--- src/rtl/cipher_pkg.sv ---
// Shared types and constants for the character-cipher feeder path.
package cipher_pkg;

    typedef enum logic [1:0] {
        ST_IDLE = 2'd0,
        ST_FEED = 2'd1,
        ST_DONE = 2'd2
    } state_e;

    localparam int unsigned CHAR_W = 8;
    localparam int unsigned KEY_W  = 3;

    localparam logic MODE_ENC = 1'b0;
    localparam logic MODE_DEC = 1'b1;

endpackage

--- src/rtl/char_fifo.sv ---
// Synchronous character FIFO; the head entry is visible combinationally on head_data.
module char_fifo
    import cipher_pkg::*;
#(
    parameter int unsigned DEPTH = 16
) (
    input  logic                     CLK,
    input  logic                     RST,
    input  logic                     push,
    input  logic [CHAR_W-1:0]        push_data,
    input  logic                     pop,
    output logic [CHAR_W-1:0]        head_data,
    output logic [$clog2(DEPTH):0]   count,
    output logic                     full
);

    localparam int unsigned AW = $clog2(DEPTH);

    logic [CHAR_W-1:0] mem_q [DEPTH];
    logic [CHAR_W-1:0] mem_d [DEPTH];
    logic [AW-1:0]     wr_ptr_q, wr_ptr_d;
    logic [AW-1:0]     rd_ptr_q, rd_ptr_d;
    logic [AW:0]       count_q, count_d;
    logic              do_push, do_pop;

    assign full      = (count_q == (AW+1)'(DEPTH));
    assign count     = count_q;
    assign head_data = mem_q[rd_ptr_q];

    // full/empty come from the pre-edge count, so a same-cycle pop never frees room for a push
    assign do_push = push && !full;
    assign do_pop  = pop && (count_q != '0);

    always_comb begin
        mem_d    = mem_q;
        wr_ptr_d = wr_ptr_q;
        rd_ptr_d = rd_ptr_q;
        count_d  = count_q;
        if (do_push) begin
            mem_d[wr_ptr_q] = push_data;
            wr_ptr_d        = wr_ptr_q + 1'b1;
        end
        if (do_pop) begin
            rd_ptr_d = rd_ptr_q + 1'b1;
        end
        case ({do_push, do_pop})
            2'b10:   count_d = count_q + 1'b1;
            2'b01:   count_d = count_q - 1'b1;
            default: count_d = count_q;
        endcase
    end

    always_ff @(posedge CLK or posedge RST) begin
        if (RST) begin
            mem_q    <= '{default: '0};
            wr_ptr_q <= '0;
            rd_ptr_q <= '0;
            count_q  <= '0;
        end else begin
            mem_q    <= mem_d;
            wr_ptr_q <= wr_ptr_d;
            rd_ptr_q <= rd_ptr_d;
            count_q  <= count_d;
        end
    end

endmodule

--- src/rtl/cipher_feeder.sv ---
// Buffers ASCII bytes and presents them to the EncDec cipher, one character per HOLD cycles.
module cipher_feeder
    import cipher_pkg::*;
#(
    parameter int unsigned DEPTH = 16,
    parameter int unsigned HOLD  = 2
) (
    input  logic                   CLK,
    input  logic                   RST,
    input  logic                   wr_en,
    input  logic [CHAR_W-1:0]      wr_data,
    output logic                   full,
    output logic                   overflow,
    input  logic [KEY_W-1:0]       key_in,
    input  logic                   mode_in,
    input  logic                   cfg_load,
    input  logic                   start,
    output logic                   busy,
    output logic [CHAR_W-1:0]      inp,
    output logic                   select,
    output logic [KEY_W-1:0]       key,
    output logic                   out_valid,
    output logic                   done,
    output logic [$clog2(DEPTH):0] count
);

    localparam int unsigned HOLD_W = (HOLD > 1) ? $clog2(HOLD) : 1;
    localparam logic [HOLD_W-1:0] HOLD_LAST = HOLD_W'(HOLD - 1);

    state_e            state_q, state_d;
    logic [HOLD_W-1:0] hold_q, hold_d;
    logic [KEY_W-1:0]  cfg_key_q, cfg_key_d;
    logic              cfg_mode_q, cfg_mode_d;
    logic [CHAR_W-1:0] inp_q, inp_d;
    logic              select_q, select_d;
    logic [KEY_W-1:0]  key_q, key_d;
    logic              overflow_q, overflow_d;
    logic              pop;
    logic [CHAR_W-1:0] head_data;

    char_fifo #(.DEPTH(DEPTH)) u_fifo (
        .CLK       (CLK),
        .RST       (RST),
        .push      (wr_en),
        .push_data (wr_data),
        .pop       (pop),
        .head_data (head_data),
        .count     (count),
        .full      (full)
    );

    always_comb begin
        state_d    = state_q;
        hold_d     = hold_q;
        cfg_key_d  = cfg_key_q;
        cfg_mode_d = cfg_mode_q;
        inp_d      = inp_q;
        select_d   = select_q;
        key_d      = key_q;
        overflow_d = overflow_q | (wr_en & full);
        pop        = 1'b0;

        case (state_q)
            ST_IDLE: begin
                if (cfg_load) begin
                    cfg_key_d  = key_in;
                    cfg_mode_d = mode_in;
                end
                if (start && (count != '0)) begin
                    pop      = 1'b1;
                    inp_d    = head_data;
                    select_d = cfg_mode_q;
                    key_d    = cfg_key_q;
                    hold_d   = '0;
                    state_d  = ST_FEED;
                end
            end
            ST_FEED: begin
                if (hold_q == HOLD_LAST) begin
                    if (count != '0) begin
                        pop    = 1'b1;
                        inp_d  = head_data;
                        hold_d = '0;
                    end else begin
                        state_d = ST_DONE;
                    end
                end else begin
                    hold_d = hold_q + 1'b1;
                end
            end
            ST_DONE: state_d = ST_IDLE;
            default: state_d = ST_IDLE;
        endcase
    end

    always_ff @(posedge CLK or posedge RST) begin
        if (RST) begin
            state_q    <= ST_IDLE;
            hold_q     <= '0;
            cfg_key_q  <= '0;
            cfg_mode_q <= 1'b0;
            inp_q      <= '0;
            select_q   <= 1'b0;
            key_q      <= '0;
            overflow_q <= 1'b0;
        end else begin
            state_q    <= state_d;
            hold_q     <= hold_d;
            cfg_key_q  <= cfg_key_d;
            cfg_mode_q <= cfg_mode_d;
            inp_q      <= inp_d;
            select_q   <= select_d;
            key_q      <= key_d;
            overflow_q <= overflow_d;
        end
    end

    assign busy      = (state_q != ST_IDLE);
    assign out_valid = (state_q == ST_FEED);
    assign done      = (state_q == ST_DONE);
    assign inp       = inp_q;
    assign select    = select_q;
    assign key       = key_q;
    assign overflow  = overflow_q;

endmodule

--- config.mk ---
export PLATFORM = sky130hd
export DESIGN_NAME = cipher_feeder
export DESIGN_NICKNAME = d
export VERILOG_FILES = /design/src/rtl/cipher_pkg.sv /design/src/rtl/char_fifo.sv /design/src/rtl/cipher_feeder.sv
export SDC_FILE = /design/constraint.sdc
export NUM_CORES = 1
export LEC_CHECK = 0
export CORE_MARGIN = 2
export CORE_UTILIZATION = 54
export DETAILED_ROUTE_END_ITERATION = 10
export HOLD_SLACK_MARGIN = 0.08
export PLACE_DENSITY_LB_ADDON = 0.1
export SETUP_SLACK_MARGIN = 0.05
export SYNTH_ARGS = -nofsm -noshare
export SYNTH_HDL_FRONTEND = slang
export SYNTH_SLANG_ARGS = --single-unit
--- constraint.sdc ---
create_clock -name CLK -period 4.66 [get_ports CLK]
set_input_delay 0.466 -clock CLK [delete_from_list [all_inputs] [get_ports CLK]]
set_output_delay 0.466 -clock CLK [all_outputs]
set_load 0.005 [all_outputs]
[Word-level counts from Yosys, hierarchy flattened]
Index checks and enable logic that the tools add are counted.
Operators by class
  $add $sub $neg: 5
  order comparisons: 3
  equal/unequal tests: 9
  mux-type cells: 23
  bitwise logic cells: 4
  reduce and logical (&&, ||, !) cells: 15
Operators by type and width (count)
  bitwise mux 128 bit: 1
  two-way mux 8 bit: 6
  binary-select mux 8 bit (select 4 bit): 1
  demux 8 bit (select 4 bit): 1
  case mux 8 bit (2 select lines): 1
  >= comparator 5 bit, second input constant: 2
  inverter 4 -> 5 bit: 2
  case mux 5 bit (2 select lines): 1
  adder 4 x 1 -> 4 bit, second input constant: 2
  two-way mux 1 bit: 6
  two-way mux 2 bit: 3
  AND reduction 2 bit: 3
  nonzero test 2 bit: 3
  adder 5 x 1 -> 5 bit, second input constant: 1
  == test 5 bit, second input constant: 1
  less-than comparator 5 x 1 -> 1 bit, second input constant: 1
  nonzero test 5 bit: 1
  subtractor 5 x 1 -> 5 bit, second input constant: 1
  == test 2 x 1 -> 1 bit, second input constant: 2
  == test 2 bit, second input constant: 2
  logical AND 1 bit: 4
  != test 2 x 1 -> 1 bit, second input constant: 2
  != test 2 bit, second input constant: 2
  case mux 1 bit (2 select lines): 2
  8 further kinds: 8
Storage, ports and cells
  register bits after elaboration: 161
  output and inout port bits: 22
  word-level logic and storage cells: 86

[Longest topological paths before layout]
  depth in word-level cells: 7
  depth in mapped cells: 13
  depth with buffers taken out: 12

[Cells and area by module]
From an unflattened synthesis, not the netlist that was laid out.
Unflattened totals
  cell total of the unflattened synthesis: 485
  area total of the unflattened synthesis: 7544.7 um2
Modules (own cells, without submodules)
  char_fifo: instances 1, cells an instance 430, area each 6705.2 um2, seq. area each 3528.4 um2
  cipher_feeder: instances 1, cells an instance 55, area each 839.6 um2, seq. area each 500.5 um2

[Worst setup path after synthesis]
No wires, ideal clock.
  kind: reg2reg
  start point: reg u_fifo.count_q[1] (netlist: u_fifo.count[1])
  end point: reg u_fifo.count_q[4] (netlist: u_fifo.count[4])
  library setup time: 0.124 ns
  data arrival time: 3.020 ns
  slack: 1.516 ns
  stages on the path, launching flop included: 12
  clock period less this slack: 3.144 ns
  path through: dfrtp_1 -> or4_4 -> nor2_1 -> a21oi_1 -> clkbuf_1 -> ha_1 -> ha_1 -> nor2b_1 -> o21ai_0 -> a21oi_1 -> or3b_2 -> xnor2_1
On the way
  word-level cells in the longest chain between the ends: 7
RTL lines
  from (decl): RTL line char_fifo.sv:23  | logic [AW:0] count_q, count_d;
  from (signal assigned): RTL line char_fifo.sv:63  | count_q <= count_d;
  nonzero test 5 bit (*): RTL line char_fifo.sv:32, cipher_feeder.sv:69, cipher_feeder.sv:80
  two-way mux 1 bit / logical AND 1 bit (equally long branches): RTL line cipher_feeder.sv:80, cipher_feeder.sv:69
  two-way mux 1 bit, on equally long branches: RTL line cipher_feeder.sv:79, cipher_feeder.sv:69
  case mux 1 bit (2 select lines): RTL line cipher_feeder.sv:63  | case (state_q)
  logical AND 1 bit (*): RTL line char_fifo.sv:32  | assign do_pop = pop && (count_q != '0);
  net u_fifo.do_pop: RTL line char_fifo.sv:24  | logic do_push, do_pop;
  == test 2 x 1 -> 1 bit / == test 2 bit (equally long branches): RTL line char_fifo.sv:46  | case ({do_push, do_pop})
  case mux 5 bit (2 select lines) / nonzero test 2 bit (equally long branches)
The timed path passes the listed nets; every way through them passes the cells marked *.
A chain may end at the register's enable or synchronous reset.

[Worst setup path in the final report]
  start point: reg u_fifo.count_q[1] (netlist: u_fifo.count[1])
  end point: reg u_fifo.count_q[4] (netlist: u_fifo.count[4])
On the way
  word-level cells in the longest chain between the ends: 7
RTL lines (RTL line)
  nonzero test 5 bit: char_fifo.sv:32, cipher_feeder.sv:69, cipher_feeder.sv:80
  two-way mux 1 bit / logical AND 1 bit (equally long branches): cipher_feeder.sv:80, cipher_feeder.sv:69
  two-way mux 1 bit, on equally long branches: cipher_feeder.sv:79, cipher_feeder.sv:69
  case mux 1 bit (2 select lines): cipher_feeder.sv:63
  logical AND 1 bit: char_fifo.sv:32
  == test 2 x 1 -> 1 bit / == test 2 bit (equally long branches): char_fifo.sv:46
  case mux 5 bit (2 select lines) / nonzero test 2 bit (equally long branches)
Several ways; a longest one is shown, not always the timed one.

==> run summary <==
Commonest non-fill, non-tap cell in the layout = dfrtp_1
Required time at the worst-slack endpoint = 4.97 ns
GP Congestion = 0.773
Avg WL per Cell = 20.7 um
CTS Buf Count = 17
Routed wire length = 14,600 um
Post-Place Setup Slack = 1.35 ns
Synth Area per Inst = 15.2 sq um
Setup crit end kind = flop
Post-synthesis mux area share = 32.2%
Core Region = 13,200 sq um
Net Switching = 1940 uW
Layout cells sized above 1 = 43.1%
Register share of total power = 42.3%
Number of synthesized flops with an enable pin = 0
Cts repair resizes = 0
Fin Hold WS = 0.462 ns
Clk buf depth = 2
Grt ovf = 0
# clock sinks = 161
Largest family of logic cells by synthesized area = multiplexers
DP HPWL = 9510 um
Top-level port count = 39
Detailed Route Iter0 Violations = 288
Setup_tns = 0 ns
CTS tree = built
Hold Buf Count CTS = 0
PD cells = 740 nW/um^2
# H-tree levels = 4
Layout area overhead = 14.4%
Internal Power = 4260 uW
Initial core utilization = 55.3%
Routed Antenna Nets = 0
DRT Pass-1 Iters = 4
Run status = finished, final reports clean
Port bufs = 38
Initial antenna violation count = 0
Post-Syn Nets = 509
Drt drc = 0
Tmin final = 3.32 ns
Synth Register Bits = 161
Endpoints failing setup = 0
Worst vdd ir = 0.351 mV
Layout Nets = 541
Register area = 4030 sq um
Synthesized area = 7320 sq um
Max-slew violations = 0
Crit start category = flop
Post-Syn Instances = 482
Die ar. = 14,500 sq um
CTS clk-pin slew, worst paths = 0.06 ns
Period utilisation layout = 71.1%
Crit Path Category = reg -> reg
Gate power share = 37.0%
Slew headroom = 31.5%
Ant diodes = 0
Final hold violations = 0
YS warnings = 0
CTS root buf = clkbuf_16
Final Worst Setup Slack = 1.34 ns
Via count = 4,104
Max frequency = 0.302 GHz
Worst-path fanout max = 22
Switching part of the total power = 31.3%
Power Total = 6200 uW
Height of the die = 120 um
Most frequent cells in the layout = dfrtp_1, mux2_2, clkdlybuf4s50_1
XOR/XNOR Fraction of Synth Area = 1.20%
Clock share of power = 20.8%
First-pass GRT wire length = 24,200 um
Setup Buffers After CTS = 0
FP Rows = 42
Max Cap Viol = 0
Distinct cells, synth = 37
Synth Area in Compound Gates = 2.79%
Worst Skew = 0.00863 ns
Leak pwr = 0.00360 uW
Slew @ Worst Pin = 1.03 ns
Vias in the first global route = 4,245
Crit path DAT = 3.62 ns
Post-DR vias/cell = 5.84
Ys flop type = dfrtp_1
Simple-gate share of the synthesized area = 4.36%
Post-synthesis adder-cell area fraction = 1.81%
RSZ-0062 raised after global routing = no
Overall global routing resource usage = 22.3%
Multi-input logic area = 3100 sq um
Type of the tightest min-delay check = reg -> reg
Ys async rst share = 100%
Fillcell total = 1,013
Largest net degree at the start of global routing = 89
Skew-Pair Late Insertion Delay = 0.42 ns
Sequential area share after synthesis = 55.0%
Die span in x = 120 um
[Yosys cell counts (all sizes together), types with 3 or more instances]
| master | count | area (sq um) |
|---|---|---|
| a21oi | 5 | 25.0 |
| a221oi | 8 | 70.1 |
| and3 | 5 | 51.3 |
| buf | 16 | 101 |
| clkbuf | 13 | 48.8 |
| dfrtp | 161 | 4030 |
| ha | 9 | 113 |
| inv | 12 | 45.0 |
| mux2 | 138 | 1550 |
| mux2i | 8 | 80.1 |
| mux4 | 32 | 721 |
| nand2 | 14 | 72.6 |
| nand3 | 6 | 50.1 |
| nor2 | 15 | 58.8 |
| o21ai | 5 | 36.3 |
| o22ai | 8 | 50.1 |
| xnor2 | 7 | 61.3 |
| xor2 | 3 | 26.3 |
[layer usage]
layer,share of wire (%),track usage (%),up-vias,routed length (um)
met1,47,32.7,2178,6830
li1,-,-,1842,-
met3,4.7,5.90,13,683
met5,0,0,-,0
met2,48,33.5,71,6930
met4,0.92,5.31,0,134
[power groups by stage]
stage / logic, uW / clock network (uW) / registers, uW
2_1_floorplan: 1880 / 0 / 2350
3_3_place_gp: 2220 / 0 / 2590
3_5_place_dp: 2300 / 0 / 2640
4_1_cts: 2310 / 1310 / 2620
5_1_grt: 2490 / 1380 / 2710
6_report: 2290 / 1290 / 2620
[cell families after synthesis]
| kind of cell | after synthesis |
|---|---|
| buffers and inverters | 41 |
| DFF | 161 |
| and+or+nand+nor | 53 |
| AOI/OAI and AO/OA | 29 |
| xor gates and xnor gates | 10 |
| muxes | 178 |
| adders and majority gates | 10 |
[flip-flops by register name (all words and copies together), names as in the netlist]
name,count
cfg_key_q,3
select,1
u_fifo.mem_q,128
key,3
cfg_mode_q,1
state_q,2
u_fifo.wr_ptr_q,4
u_fifo.count,5
u_fifo.rd_ptr_q,4
inp,8
overflow,1
hold_q,1
[final timing paths]
| kind | from | slack, ns | cells past startpoint | end |
|---|---|---|---|---|
| max | u_fifo.count[1] | 1.34 | 11 | u_fifo.count[4] |
| min | overflow | 0.46 | 1 | overflow |
| max reg2reg | u_fifo.count[1] | 1.34 | 11 | u_fifo.count[4] |
| min reg2reg | overflow | 0.46 | 1 | overflow |
| max in group asynchronous | RST | 3.14 | 3 | u_fifo.mem_q[83] |
| min in group asynchronous | RST | 0.54 | 2 | u_fifo.mem_q[90] |
[final cells by class]
class	count	share of cell area (%)
clock buffers	28	6.29
well taps	176	2.63
repair buffers	42	5.05
inverters	12	0.583
multi-input cells	280	37.0
clock inverters	4	0.269
flip-flops and latches	161	48.1
[critical path, stage by stage, from the launching register on]
cell	delay, ns
dfrtp_1	0.42
or4_4	0.58
nor2_1	0.29
a21oi_2	0.05
buf_4	0.22
ha_1	0.28
ha_1	0.33
nor2b_1	0.14
o21ai_0	0.22
a21oi_1	0.09
or3b_2	0.45
xnor2_1	0.13
[metrics by stage]
step | cells | utilization [%] | cell area, sq um
finish | 703 | 63.2 | 8370
global route | 703 | 63.2 | 8370
detailed placement | 671 | 59.1 | 7830
CTS | 703 | 63.2 | 8370
floorplan | 482 | - | 7330
global placement | 671 | 59.1 | 7830
(Power assumes the default switching activity.)
